==> src/rtl/tron_pkg.sv <==
// rtl/tron_pkg.sv - shared types, colour table and heading helpers for the tron motion engine
package tron_pkg;

   typedef enum logic [2:0] {
      NONE  = 3'd0,
      LEFT  = 3'd1,
      RIGHT = 3'd2,
      UP    = 3'd3,
      DOWN  = 3'd4
   } dir_t;

   typedef enum logic [1:0] {
      IDLE = 2'd0,
      RUN  = 2'd1,
      OVER = 2'd2
   } state_t;

   // Player colours as {red, green, blue}: P0 blue, P1 red, P2 green, P3 yellow.
   localparam logic [23:0] PLAYER_RGB [4] = '{24'h0000FF, 24'hFF0000, 24'h00FF00, 24'hFFFF00};

   function automatic logic is_reverse(input dir_t cur, input dir_t nxt);
      return (cur == LEFT  && nxt == RIGHT) || (cur == RIGHT && nxt == LEFT) ||
             (cur == UP    && nxt == DOWN)  || (cur == DOWN  && nxt == UP);
   endfunction

   // Anything other than exactly one request bit decodes to NONE, which means "hold heading".
   function automatic dir_t onehot_to_dir(input logic [3:0] req);
      case (req)
         4'b0001: return LEFT;
         4'b0010: return RIGHT;
         4'b0100: return UP;
         4'b1000: return DOWN;
         default: return NONE;
      endcase
   endfunction

endpackage

==> src/rtl/tron_motion_unit.sv <==
// rtl/tron_motion_unit.sv - per-player heading register, candidate step and edge policy
module tron_motion_unit
   import tron_pkg::*;
#(
   parameter int COORD_W     = 10,
   parameter int H_RES       = 800,
   parameter int V_RES       = 600,
   parameter int PLAYER_SIZE = 2,
   parameter int STEP        = 1,
   parameter int EDGE_MODE   = 0
) (
   input  logic               clock,
   input  logic               i_clear,
   input  logic               i_run,
   input  logic [3:0]         i_dir,
   input  logic [COORD_W-1:0] i_x,
   input  logic [COORD_W-1:0] i_y,
   output logic [COORD_W-1:0] o_next_x,
   output logic [COORD_W-1:0] o_next_y,
   output logic               o_edge_kill
);

   localparam int SW = COORD_W + 1;
   localparam logic signed [SW-1:0] C_STEP = SW'(STEP);
   localparam logic signed [SW-1:0] C_XMAX = SW'(H_RES - PLAYER_SIZE);
   localparam logic signed [SW-1:0] C_YMAX = SW'(V_RES - PLAYER_SIZE);

   dir_t                   r_head;
   dir_t                   w_req;
   logic signed [SW-1:0]   w_sx;
   logic signed [SW-1:0]   w_sy;
   logic signed [SW-1:0]   w_cx;
   logic signed [SW-1:0]   w_cy;
   logic                   w_x_lo;
   logic                   w_x_hi;
   logic                   w_y_lo;
   logic                   w_y_hi;

   assign w_req = onehot_to_dir(i_dir);

   always_ff @(posedge clock) begin
      if (i_clear) begin
         r_head <= NONE;
      end else if (i_run && w_req != NONE && !is_reverse(r_head, w_req)) begin
         r_head <= w_req;
      end
   end

   assign w_sx = signed'({1'b0, i_x});
   assign w_sy = signed'({1'b0, i_y});

   always_comb begin
      w_cx = w_sx;
      w_cy = w_sy;
      case (r_head)
         LEFT:    w_cx = w_sx - C_STEP;
         RIGHT:   w_cx = w_sx + C_STEP;
         UP:      w_cy = w_sy - C_STEP;
         DOWN:    w_cy = w_sy + C_STEP;
         default: ;
      endcase
   end

   assign w_x_lo = w_cx[SW-1];
   assign w_x_hi = w_cx > C_XMAX;
   assign w_y_lo = w_cy[SW-1];
   assign w_y_hi = w_cy > C_YMAX;

   // Only one axis moves per update, so holding both coordinates on a kill is exact.
   always_comb begin
      o_next_x    = w_cx[COORD_W-1:0];
      o_next_y    = w_cy[COORD_W-1:0];
      o_edge_kill = 1'b0;
      if (EDGE_MODE == 1) begin
         if (w_x_lo)      o_next_x = COORD_W'(H_RES - PLAYER_SIZE);
         else if (w_x_hi) o_next_x = '0;
         if (w_y_lo)      o_next_y = COORD_W'(V_RES - PLAYER_SIZE);
         else if (w_y_hi) o_next_y = '0;
      end else begin
         if (w_x_lo || w_x_hi) o_next_x = i_x;
         if (w_y_lo || w_y_hi) o_next_y = i_y;
         if (EDGE_MODE == 2)   o_edge_kill = w_x_lo || w_x_hi || w_y_lo || w_y_hi;
      end
   end

endmodule

==> src/rtl/tron_motion_engine.sv <==
// rtl/tron_motion_engine.sv - N-player motion, collision, round FSM and registered pixel colour
module tron_motion_engine
   import tron_pkg::*;
#(
   parameter int NUM_PLAYERS = 2,
   parameter int COORD_W     = 10,
   parameter int H_RES       = 800,
   parameter int V_RES       = 600,
   parameter int PLAYER_SIZE = 2,
   parameter int STEP        = 1,
   parameter int FRAME_DIV   = 1,
   parameter int EDGE_MODE   = 0,
   parameter logic [COORD_W*NUM_PLAYERS-1:0] START_X = {10'd775, 10'd16},
   parameter logic [COORD_W*NUM_PLAYERS-1:0] START_Y = {10'd16, 10'd575}
) (
   input  logic                             clock,
   input  logic                             reset,
   input  logic                             i_dflt,
   input  logic                             i_start,
   input  logic [COORD_W-1:0]               i_row,
   input  logic [COORD_W-1:0]               i_col,
   input  logic [4*NUM_PLAYERS-1:0]         i_dir_in,
   output logic [COORD_W*NUM_PLAYERS-1:0]   o_pos_x,
   output logic [COORD_W*NUM_PLAYERS-1:0]   o_pos_y,
   output logic [NUM_PLAYERS-1:0]           o_alive,
   output logic                             o_tick,
   output logic                             o_round_over,
   output logic [$clog2(NUM_PLAYERS)-1:0]   o_winner,
   output logic                             o_draw,
   output logic [7:0]                       o_red,
   output logic [7:0]                       o_green,
   output logic [7:0]                       o_blue
);

   localparam int WIN_W = $clog2(NUM_PLAYERS);
   localparam int FC_W  = (FRAME_DIV > 1) ? $clog2(FRAME_DIV) : 1;
   localparam int XW    = COORD_W + 1;

   state_t                r_state;
   logic [FC_W-1:0]       r_fcnt;
   logic [COORD_W-1:0]    r_x [NUM_PLAYERS];
   logic [COORD_W-1:0]    r_y [NUM_PLAYERS];
   logic [NUM_PLAYERS-1:0] r_alive;
   logic                  r_round_over;
   logic [WIN_W-1:0]      r_winner;
   logic                  r_draw;
   logic [23:0]           r_rgb;

   logic                  w_clear;
   logic                  w_run;
   logic                  w_frame_end;
   logic                  w_update;
   logic [COORD_W-1:0]    w_nx [NUM_PLAYERS];
   logic [COORD_W-1:0]    w_ny [NUM_PLAYERS];
   logic [NUM_PLAYERS-1:0] w_ekill;
   logic [NUM_PLAYERS-1:0] w_hit;
   logic [NUM_PLAYERS-1:0] w_new_alive;
   int                    w_survivors;
   logic [WIN_W-1:0]      w_win;
   logic [23:0]           w_pix;

   function automatic logic spans_overlap(input logic [COORD_W-1:0] a, input logic [COORD_W-1:0] b);
      return ({1'b0, a} < {1'b0, b} + XW'(PLAYER_SIZE)) && ({1'b0, b} < {1'b0, a} + XW'(PLAYER_SIZE));
   endfunction

   function automatic logic covers(input logic [COORD_W-1:0] origin, input logic [COORD_W-1:0] scan);
      return ({1'b0, scan} >= {1'b0, origin}) && ({1'b0, scan} < {1'b0, origin} + XW'(PLAYER_SIZE));
   endfunction

   assign w_clear     = reset | i_dflt;
   assign w_run       = (r_state == RUN);
   assign w_frame_end = (i_row == COORD_W'(V_RES - 1)) && (i_col == COORD_W'(H_RES - 1));
   // A restart arriving on an update cycle wins, so no tick is emitted for it.
   assign w_update    = w_frame_end && (r_fcnt == FC_W'(FRAME_DIV - 1)) && w_run && !w_clear;

   always_ff @(posedge clock) begin
      if (reset) begin
         r_fcnt <= '0;
      end else if (w_frame_end) begin
         if (r_fcnt == FC_W'(FRAME_DIV - 1)) r_fcnt <= '0;
         else                                r_fcnt <= r_fcnt + 1'b1;
      end
   end

   for (genvar p = 0; p < NUM_PLAYERS; p++) begin : g_player
      tron_motion_unit #(
         .COORD_W     (COORD_W),
         .H_RES       (H_RES),
         .V_RES       (V_RES),
         .PLAYER_SIZE (PLAYER_SIZE),
         .STEP        (STEP),
         .EDGE_MODE   (EDGE_MODE)
      ) u_motion (
         .clock       (clock),
         .i_clear     (w_clear),
         .i_run       (w_run),
         .i_dir       (i_dir_in[4*p +: 4]),
         .i_x         (r_x[p]),
         .i_y         (r_y[p]),
         .o_next_x    (w_nx[p]),
         .o_next_y    (w_ny[p]),
         .o_edge_kill (w_ekill[p])
      );
      assign o_pos_x[p*COORD_W +: COORD_W] = r_x[p];
      assign o_pos_y[p*COORD_W +: COORD_W] = r_y[p];
   end

   // Collisions use candidate positions; an edge-killed player sits at its held position.
   always_comb begin
      w_hit = '0;
      for (int i = 0; i < NUM_PLAYERS; i++) begin
         for (int j = i + 1; j < NUM_PLAYERS; j++) begin
            if (r_alive[i] && r_alive[j] &&
                spans_overlap(w_nx[i], w_nx[j]) && spans_overlap(w_ny[i], w_ny[j])) begin
               w_hit[i] = 1'b1;
               w_hit[j] = 1'b1;
            end
         end
      end
   end

   assign w_new_alive = r_alive & ~w_ekill & ~w_hit;

   always_comb begin
      w_survivors = 0;
      w_win       = '0;
      for (int p = 0; p < NUM_PLAYERS; p++) begin
         if (w_new_alive[p]) begin
            w_survivors = w_survivors + 1;
            w_win       = WIN_W'(p);
         end
      end
   end

   always_ff @(posedge clock) begin
      if (w_clear) begin
         r_state      <= IDLE;
         r_alive      <= '1;
         r_round_over <= 1'b0;
         r_winner     <= '0;
         r_draw       <= 1'b0;
         for (int p = 0; p < NUM_PLAYERS; p++) begin
            r_x[p] <= START_X[p*COORD_W +: COORD_W];
            r_y[p] <= START_Y[p*COORD_W +: COORD_W];
         end
      end else begin
         case (r_state)
            IDLE: begin
               if (i_start) r_state <= RUN;
            end
            RUN: begin
               if (w_update) begin
                  for (int p = 0; p < NUM_PLAYERS; p++) begin
                     if (w_new_alive[p]) begin
                        r_x[p] <= w_nx[p];
                        r_y[p] <= w_ny[p];
                     end
                  end
                  r_alive <= w_new_alive;
                  if (w_survivors <= 1) begin
                     r_state      <= OVER;
                     r_round_over <= 1'b1;
                     r_draw       <= (w_survivors == 0);
                     r_winner     <= w_win;
                  end
               end
            end
            default: ;
         endcase
      end
   end

   // Descending scan so the lowest-index player covering the pixel is the one kept.
   always_comb begin
      w_pix = '0;
      for (int p = NUM_PLAYERS - 1; p >= 0; p--) begin
         if (r_alive[p] && covers(r_x[p], i_col) && covers(r_y[p], i_row)) begin
            w_pix = PLAYER_RGB[p];
         end
      end
   end

   always_ff @(posedge clock) begin
      if (w_clear) r_rgb <= '0;
      else         r_rgb <= w_pix;
   end

   assign o_alive      = r_alive;
   assign o_tick       = w_update;
   assign o_round_over = r_round_over;
   assign o_winner     = r_winner;
   assign o_draw       = r_draw;
   assign o_red        = r_rgb[23:16];
   assign o_green      = r_rgb[15:8];
   assign o_blue       = r_rgb[7:0];

endmodule
==> config.mk <==
export PLATFORM = sky130hd
export DESIGN_NAME = tron_motion_engine
export DESIGN_NICKNAME = d
export VERILOG_FILES = /design/src/rtl/tron_pkg.sv /design/src/rtl/tron_motion_unit.sv /design/src/rtl/tron_motion_engine.sv
export SDC_FILE = /design/constraint.sdc
export NUM_CORES = 1
export LEC_CHECK = 0
export CORE_UTILIZATION = 54
export CTS_BUF_LIST = sky130_fd_sc_hd__clkbuf_8
export DETAILED_ROUTE_END_ITERATION = 8
export HOLD_SLACK_MARGIN = 0.12
export PLACE_DENSITY = 0.8
export SLEW_MARGIN = 20
export SYNTH_ARGS = -nofsm -noshare
export SYNTH_HDL_FRONTEND = slang
export SYNTH_SLANG_ARGS = --single-unit
export TNS_END_PERCENT = 10
==> constraint.sdc <==
create_clock -name clock -period 7.4 [get_ports clock]
set_input_delay 1.48 -clock clock [delete_from_list [all_inputs] [get_ports clock]]
set_output_delay 1.48 -clock clock [all_outputs]
set_load 0.02 [all_outputs]
* Word-level counts from Yosys, hierarchy flattened
Memory sizes are Yosys's and may differ from the RTL's. Cells that the tools add are included. Widths: inputs -> output; s select.
Storage, ports and cells: bits in writable memories 40, bits in registers 38, memories 2, output and inout port bits 70, input bits 32, logic and storage cells 172
Memory list:
- r_x | depth 2, width 10, read ports 2, clocked after memory_dff 0, wr ports 2, line tron_motion_engine.sv:41 | logic [COORD_W-1:0] r_x [NUM_PLAYERS];
- r_y | depth 2, width 10, read ports 2, clocked after memory_dff 0, wr ports 2, line tron_motion_engine.sv:42 | logic [COORD_W-1:0] r_y [NUM_PLAYERS];
Cells by class: reductions and logical operators 51, muxes and demuxes 36, bitwise logic cells 8, $lt $le $gt $ge 17, equal/unequal tests 30, add/sub/neg operators 18
Operators with widths (count):
- $add 10x2->11 const B | 8
- $lt 10x11->1 | 8
- $pmux 11 s2 | 4
- $mux 10 | 8
- $add 10x1->11 const B | 4
- $gt 11x11->1 const B | 4
- $sub 10x1->11 const B | 4
- $ge 10x10->1 | 4
- $add 32x2->32 const B | 1
- $le 32x2->1 const B | 1
- $logic_not 32->1 | 1
- $mux 32 | 1
- $logic_and 1x1->1 | 29
- $eq 3x2->1 const B | 8
- $mux 24 | 1
- $pmux 3 s4 | 2
- $eq 10x10->1 const B | 2
- $mux 1 | 14
- $eq 3x1->1 const B | 4
- $eq 3x3->1 const B | 4
- $logic_or 1x1->1 | 10
- $eq 4x1->1 const B | 2
- $eq 4x2->1 const B | 2
- $eq 4x3->1 const B | 2
- other kinds (19) | 32

* Depth between registers and ports, before layout
An unclocked memory read counts as a cell.
word-level depth 21, mapped depth 28, gate-level depth less buffers 26

* Modules after synthesis
From an unflattened synthesis, not the netlist that was laid out.
Second synthesis, totals: cells, all modules 1064, area total of the unflattened synthesis 9215.1 µm²
Modules (own cells, without submodules):
- tron_motion_engine | cells each 608, times used 1, area each 5609.1 µm², seq. area each 1381.3 µm²
- tron_motion_unit (g_player[0].u_motion) | cells each 248, times used 1, area each 1934.4 µm², seq. area each 60.1 µm²
- tron_motion_unit (g_player[1].u_motion) | cells each 208, times used 1, area each 1671.6 µm², seq. area each 60.1 µm²

* Worst setup path after synthesis
OpenSTA, ideal clock, no wires.
path kind register -> register, start point register g_player[0].u_motion.r_head[0], end point memory r_x[0][0], enable pin, clock period less this slack 6.841 ns, data arrival time 6.504 ns, buffers on the path 1, stages on the path, launching flop included 26, slack 0.559 ns, setup time 0.337 ns, required time 7.063 ns, cells stage by stage dfxtp_1 nand2b_1 or2_2 ha_1 nor2b_1 o311a_1 or4_1 a31o_2 xnor2_1 o41ai_1 a211o_4 clkbuf_1 nand2_1 o21ai_0 ha_1 o21ai_0 or3_1 xnor2_1 ha_1 nand2_1 nor4_1 a2111oi_0 o21ai_0 o21a_1 or4b_1 a31o_1
RTL lines:
- start: declaration | line tron_motion_unit.sv:28 | dir_t r_head;
- start signal: assignment | line tron_motion_unit.sv:45 | r_head <= w_req;
- end: declaration | line tron_motion_engine.sv:41

==> run_summary.xml <==
<?xml version="1.0" encoding="UTF-8"?>
<metrics>
  <group name="worst_setup_path">
    <metric name="timing.critical_path.from_type" unit="">register</metric>
    <metric name="crit_path_max_fanout" unit="">20</metric>
    <metric name="crit_path_start" unit="">g_player[0].u_motion.r_head[0]</metric>
    <metric name="worstReg2RegEnd" unit="">r_x[0][4]</metric>
    <metric name="cp_data_arrival_time" unit="ns">7.11</metric>
    <metric name="worstSetupEndpointType" unit="">register</metric>
    <metric name="reg2reg_depth" unit="">25</metric>
    <metric name="capturing_element_of_the_worst_setup_path" unit="">r_x[0][4]</metric>
    <metric name="worstPathRequired" unit="ns">7.46</metric>
    <metric name="timing.setup.critical_path_class" unit="">register to register</metric>
    <metric name="r2r-start" unit="">g_player[0].u_motion.r_head[0]</metric>
    <metric name="flop2flop_setup_slack" unit="ns">0.36</metric>
  </group>
  <group name="final_layout">
    <metric name="most_common_library_cell_in_the_layout_ignoring_fill_and_taps" unit="">ha_1</metric>
    <metric name="drive_gt1_share" unit="%">4.94</metric>
    <metric name="post-route-util" unit="%">61.9</metric>
    <metric name="n_antenna_cell" unit="">0</metric>
    <metric name="sequential_cell_area" unit="sq um">1500</metric>
    <metric name="final_cell_mix" unit="">ha_1, clkdlybuf4s50_1, inv_1</metric>
    <metric name="fin_nets" unit="">1422</metric>
    <metric name="multiInputGateArea" unit="sq um">7410</metric>
    <metric name="area_growth" unit="%">12.1</metric>
    <metric name="final.fill_count" unit="">1531</metric>
  </group>
  <group name="place">
    <metric name="finalWeightedCongestion" unit="">0.949</metric>
    <metric name="number_of_port_buffers" unit="">93</metric>
    <metric name="hpwlAfterDp" unit="um">20300</metric>
  </group>
  <group name="timing">
    <metric name="worst_slew_margin_rel" unit="%">47.9</metric>
    <metric name="final_hold_viol_count" unit="">0</metric>
    <metric name="achievable_frequency" unit="MHz">142</metric>
    <metric name="worst_pin_slew" unit="ns">0.771</metric>
    <metric name="setup_viol" unit="">0</metric>
    <metric name="fin_worst_skew" unit="ns">0.0134</metric>
    <metric name="final_min_period_over_clock_period" unit="%">95.2</metric>
    <metric name="rsz0062_at_grt" unit="">false</metric>
    <metric name="final.min_clock_period" unit="ns">7.04</metric>
    <metric name="finalSetupTns" unit="ns">0</metric>
    <metric name="slew_violations" unit="">0</metric>
  </group>
  <group name="global_route">
    <metric name="grt_pass1_wl" unit="um">40700</metric>
    <metric name="grt_start_max_net_pins" unit="">27</metric>
    <metric name="global_route.overflow_total" unit="">0</metric>
    <metric name="groute.usage.overall" unit="%">27.7</metric>
    <metric name="antenna_found_initial" unit="">0</metric>
    <metric name="grt_pass1_vias" unit="">8295</metric>
  </group>
  <group name="pwr">
    <metric name="switching_share_of_total_power" unit="%">34.6</metric>
    <metric name="total_switching_power" unit="mW">0.313</metric>
    <metric name="power.ir.vdd_worst" unit="mV">0.0676</metric>
    <metric name="total_leakage_power" unit="nW">4.62</metric>
    <metric name="power_frac_seq" unit="%">38.7</metric>
    <metric name="power.share.clock" unit="%">24.8</metric>
    <metric name="comb_power_share" unit="%">36.5</metric>
    <metric name="cellInternalPower" unit="mW">0.592</metric>
    <metric name="powerDensity" unit="nW/um^2">84.9</metric>
  </group>
  <group name="yosys">
    <metric name="number_of_enable_type_register_cells_in_the_synthesized_netlist" unit="">40</metric>
    <metric name="synth_seq_cells" unit="">55</metric>
    <metric name="synthDistinctLibCells" unit="">97</metric>
    <metric name="synth_cells" unit="">1169</metric>
    <metric name="ys.warnings.count" unit="">0</metric>
    <metric name="synth.yosys.seq_area_share" unit="%">15.8</metric>
    <metric name="postSynthAreaPerCell" unit="sq um">8.14</metric>
    <metric name="yosys.area.top_type_share" unit="%">20.0</metric>
    <metric name="post_synth_main_area_contributors" unit="">ha_1, edfxtp_1, xnor2_1</metric>
    <metric name="synth-async-reset-ratio" unit="%">0</metric>
    <metric name="post_synth_instance_area" unit="sq um">9510</metric>
    <metric name="synth-main-ff-cell" unit="">edfxtp_1</metric>
    <metric name="synth_area_leader_cell" unit="">ha_1</metric>
  </group>
  <group name="clock_network">
    <metric name="clk_pin_slew_worst_paths" unit="ns">0.12</metric>
    <metric name="max-clock-path-buffers" unit="">2</metric>
    <metric name="root_buffer" unit="">clkbuf_8</metric>
    <metric name="clock-sinks" unit="">55</metric>
    <metric name="cts_tree" unit="">done</metric>
    <metric name="cts_htree_levels" unit="">2</metric>
    <metric name="clk-insertion-delay-late" unit="ns">0.33</metric>
    <metric name="post_cts.repair.setup_buffers" unit="">0</metric>
    <metric name="cts_made_buffers" unit="">5</metric>
  </group>
  <group name="floorplan">
    <metric name="die_area" unit="sq um">18100</metric>
    <metric name="io-pin-count" unit="">102</metric>
    <metric name="vertical_extent_of_the_die" unit="um">135</metric>
    <metric name="floorplan.initialDensity" unit="%">55.2</metric>
    <metric name="fp.dieW" unit="um">135</metric>
    <metric name="num_rows" unit="">48</metric>
    <metric name="core" unit="sq um">17200</metric>
  </group>
  <group name="worst_hold_path">
    <metric name="hp-class" unit="">register to register</metric>
  </group>
  <group name="route">
    <metric name="via_count" unit="">9086</metric>
    <metric name="final_antenna_net_count" unit="">0</metric>
    <metric name="routed_wire_length_per_instance" unit="um">17.3</metric>
    <metric name="drc_violations_left" unit="">0</metric>
    <metric name="drt_first_iter_violations" unit="">647</metric>
    <metric name="drt_pass1_iterations" unit="">5</metric>
    <metric name="postRouteWirelength" unit="um">25300</metric>
    <metric name="detail_route.vias_per_cell" unit="">6.22</metric>
  </group>
  <group name="job">
    <metric name="max_cap_violations" unit="">0</metric>
  </group>
  <group name="status">
    <metric name="run_status" unit="">finished clean</metric>
  </group>
</metrics>
==> layout make-up <==
| cell class | instances | share of cell area, % |
|---|---|---|
| multi-input combinational | 981 | 69.5 |
| inverter | 87 | 3.13 |
| clock buffer | 6 | 0.774 |
| sequential | 55 | 14.1 |
| tap | 225 | 2.64 |
| clock inverter | 2 | 0.364 |
| timing repair buffer | 104 | 9.50 |
==> cell families (layout without fill, tap and decap cells) <==
| logic type | count (synthesis) | in the layout | synth area share (%) |
|---|---|---|---|
| buffers and inverters | 140 | 199 | 6.83 |
| adders and majority gates | 156 | 156 | 20.8 |
| other | 1 | 8 | 0.0394 |
| and+or+nand+nor | 377 | 377 | 21.2 |
| AOI/OAI and AO/OA | 331 | 331 | 24.5 |
| DFF | 55 | 55 | 15.8 |
| muxes | 26 | 26 | 2.87 |
| xor gates and xnor gates | 83 | 83 | 7.84 |
==> cell usage after synthesis, drive strengths merged, types with 11 or more instances <==
| cell | n |
|---|---|
| a211o | 11 |
| a211oi | 14 |
| a21o | 56 |
| a21oi | 73 |
| and2 | 15 |
| buf | 31 |
| clkbuf | 22 |
| dfxtp | 15 |
| edfxtp | 40 |
| ha | 152 |
| inv | 87 |
| mux2i | 19 |
| nand2 | 84 |
| nand2b | 30 |
| nand3 | 34 |
| nand4 | 20 |
| nor2 | 64 |
| nor2b | 15 |
| nor3 | 46 |
| nor4 | 14 |
| o211ai | 13 |
| o21ai | 58 |
| o31ai | 12 |
| xnor2 | 66 |
| xor2 | 17 |
==> per-layer routing <==
metal,track usage [%],share of wire [%]
met5,0,0
met4,9.68,3.0
met2,44.7,44
met3,2.21,6.9
met1,38.8,46
==> how the worst min path moves through the flow <==
stage | cells after the start | to | start
floorplan | 1 | r_state[1] | r_state[1]
global placement | 1 | r_state[1] | r_state[1]
detailed placement | 1 | r_state[1] | r_state[1]
CTS | 1 | r_state[1] | r_state[1]
global route | 1 | r_state[1] | r_state[1]
finish | 1 | r_state[1] | r_state[1]
==> sequential cells by signal, summed over array words and instances (netlist names), 2 cells and up <==
register / flops
r_x: 20
r_y: 20
g_player.u_motion.r_head: 6
o_alive: 2
r_rgb: 2
r_state: 2
==> per-stage QoR <==
stage	instance area (sq um)	worst slack, ns	hold slack, ns	power [mW]	cells
after floorplan	9540	0.559	0.436	0.586	1176
after global placement	10500	0.278	0.446	0.672	1452
after detailed placement	10500	0.160	0.465	0.681	1452
after CTS	10600	0.116	0.490	0.898	1460
after global routing	10700	0.0151	0.522	0.950	1460
final	10700	0.358	0.493	0.905	1460
==> critical path, cell delays in order (launching register included) <==
cell and delay [ns]:
dfxtp_1 0.37, nand2b_1 0.20, or2_2 0.40, ha_1 0.36, nor2b_1 0.16, o311a_1 0.32, or4_1 0.40, a31o_2 0.25
xnor2_1 0.15, o41ai_2 0.36, a211o_4 0.33, nand2_1 0.08, o21ai_1 0.16, ha_1 0.24, o21ai_0 0.15, or3_1 0.44
xnor2_1 0.15, ha_1 0.28, nand2_1 0.10, nor4_1 0.06, a2111oi_0 0.32, o21ai_0 0.20, o21a_1 0.24, or4b_1 0.57
a31o_1 0.24, buf_4 0.23
==> power by group through the flow <==
| stage | registers [mW] | clock network [mW] | logic, mW |
|---|---|---|---|
| floorplan | 0.359 | 0 | 0.227 |
| global placement | 0.357 | 0 | 0.315 |
| detailed placement | 0.357 | 0 | 0.323 |
| CTS | 0.350 | 0.222 | 0.326 |
| global route | 0.352 | 0.231 | 0.367 |
| finish | 0.351 | 0.224 | 0.330 |
==> what timing repair did <==
action | CTS | global route
endpoints found under the hold margin | 0 | 0
setup endpoints to repair | 0 | 52
hold buffers | 0 | 0
gates resized for setup | 0 | 9
No activity file was read; power rests on OpenSTA's default activity.
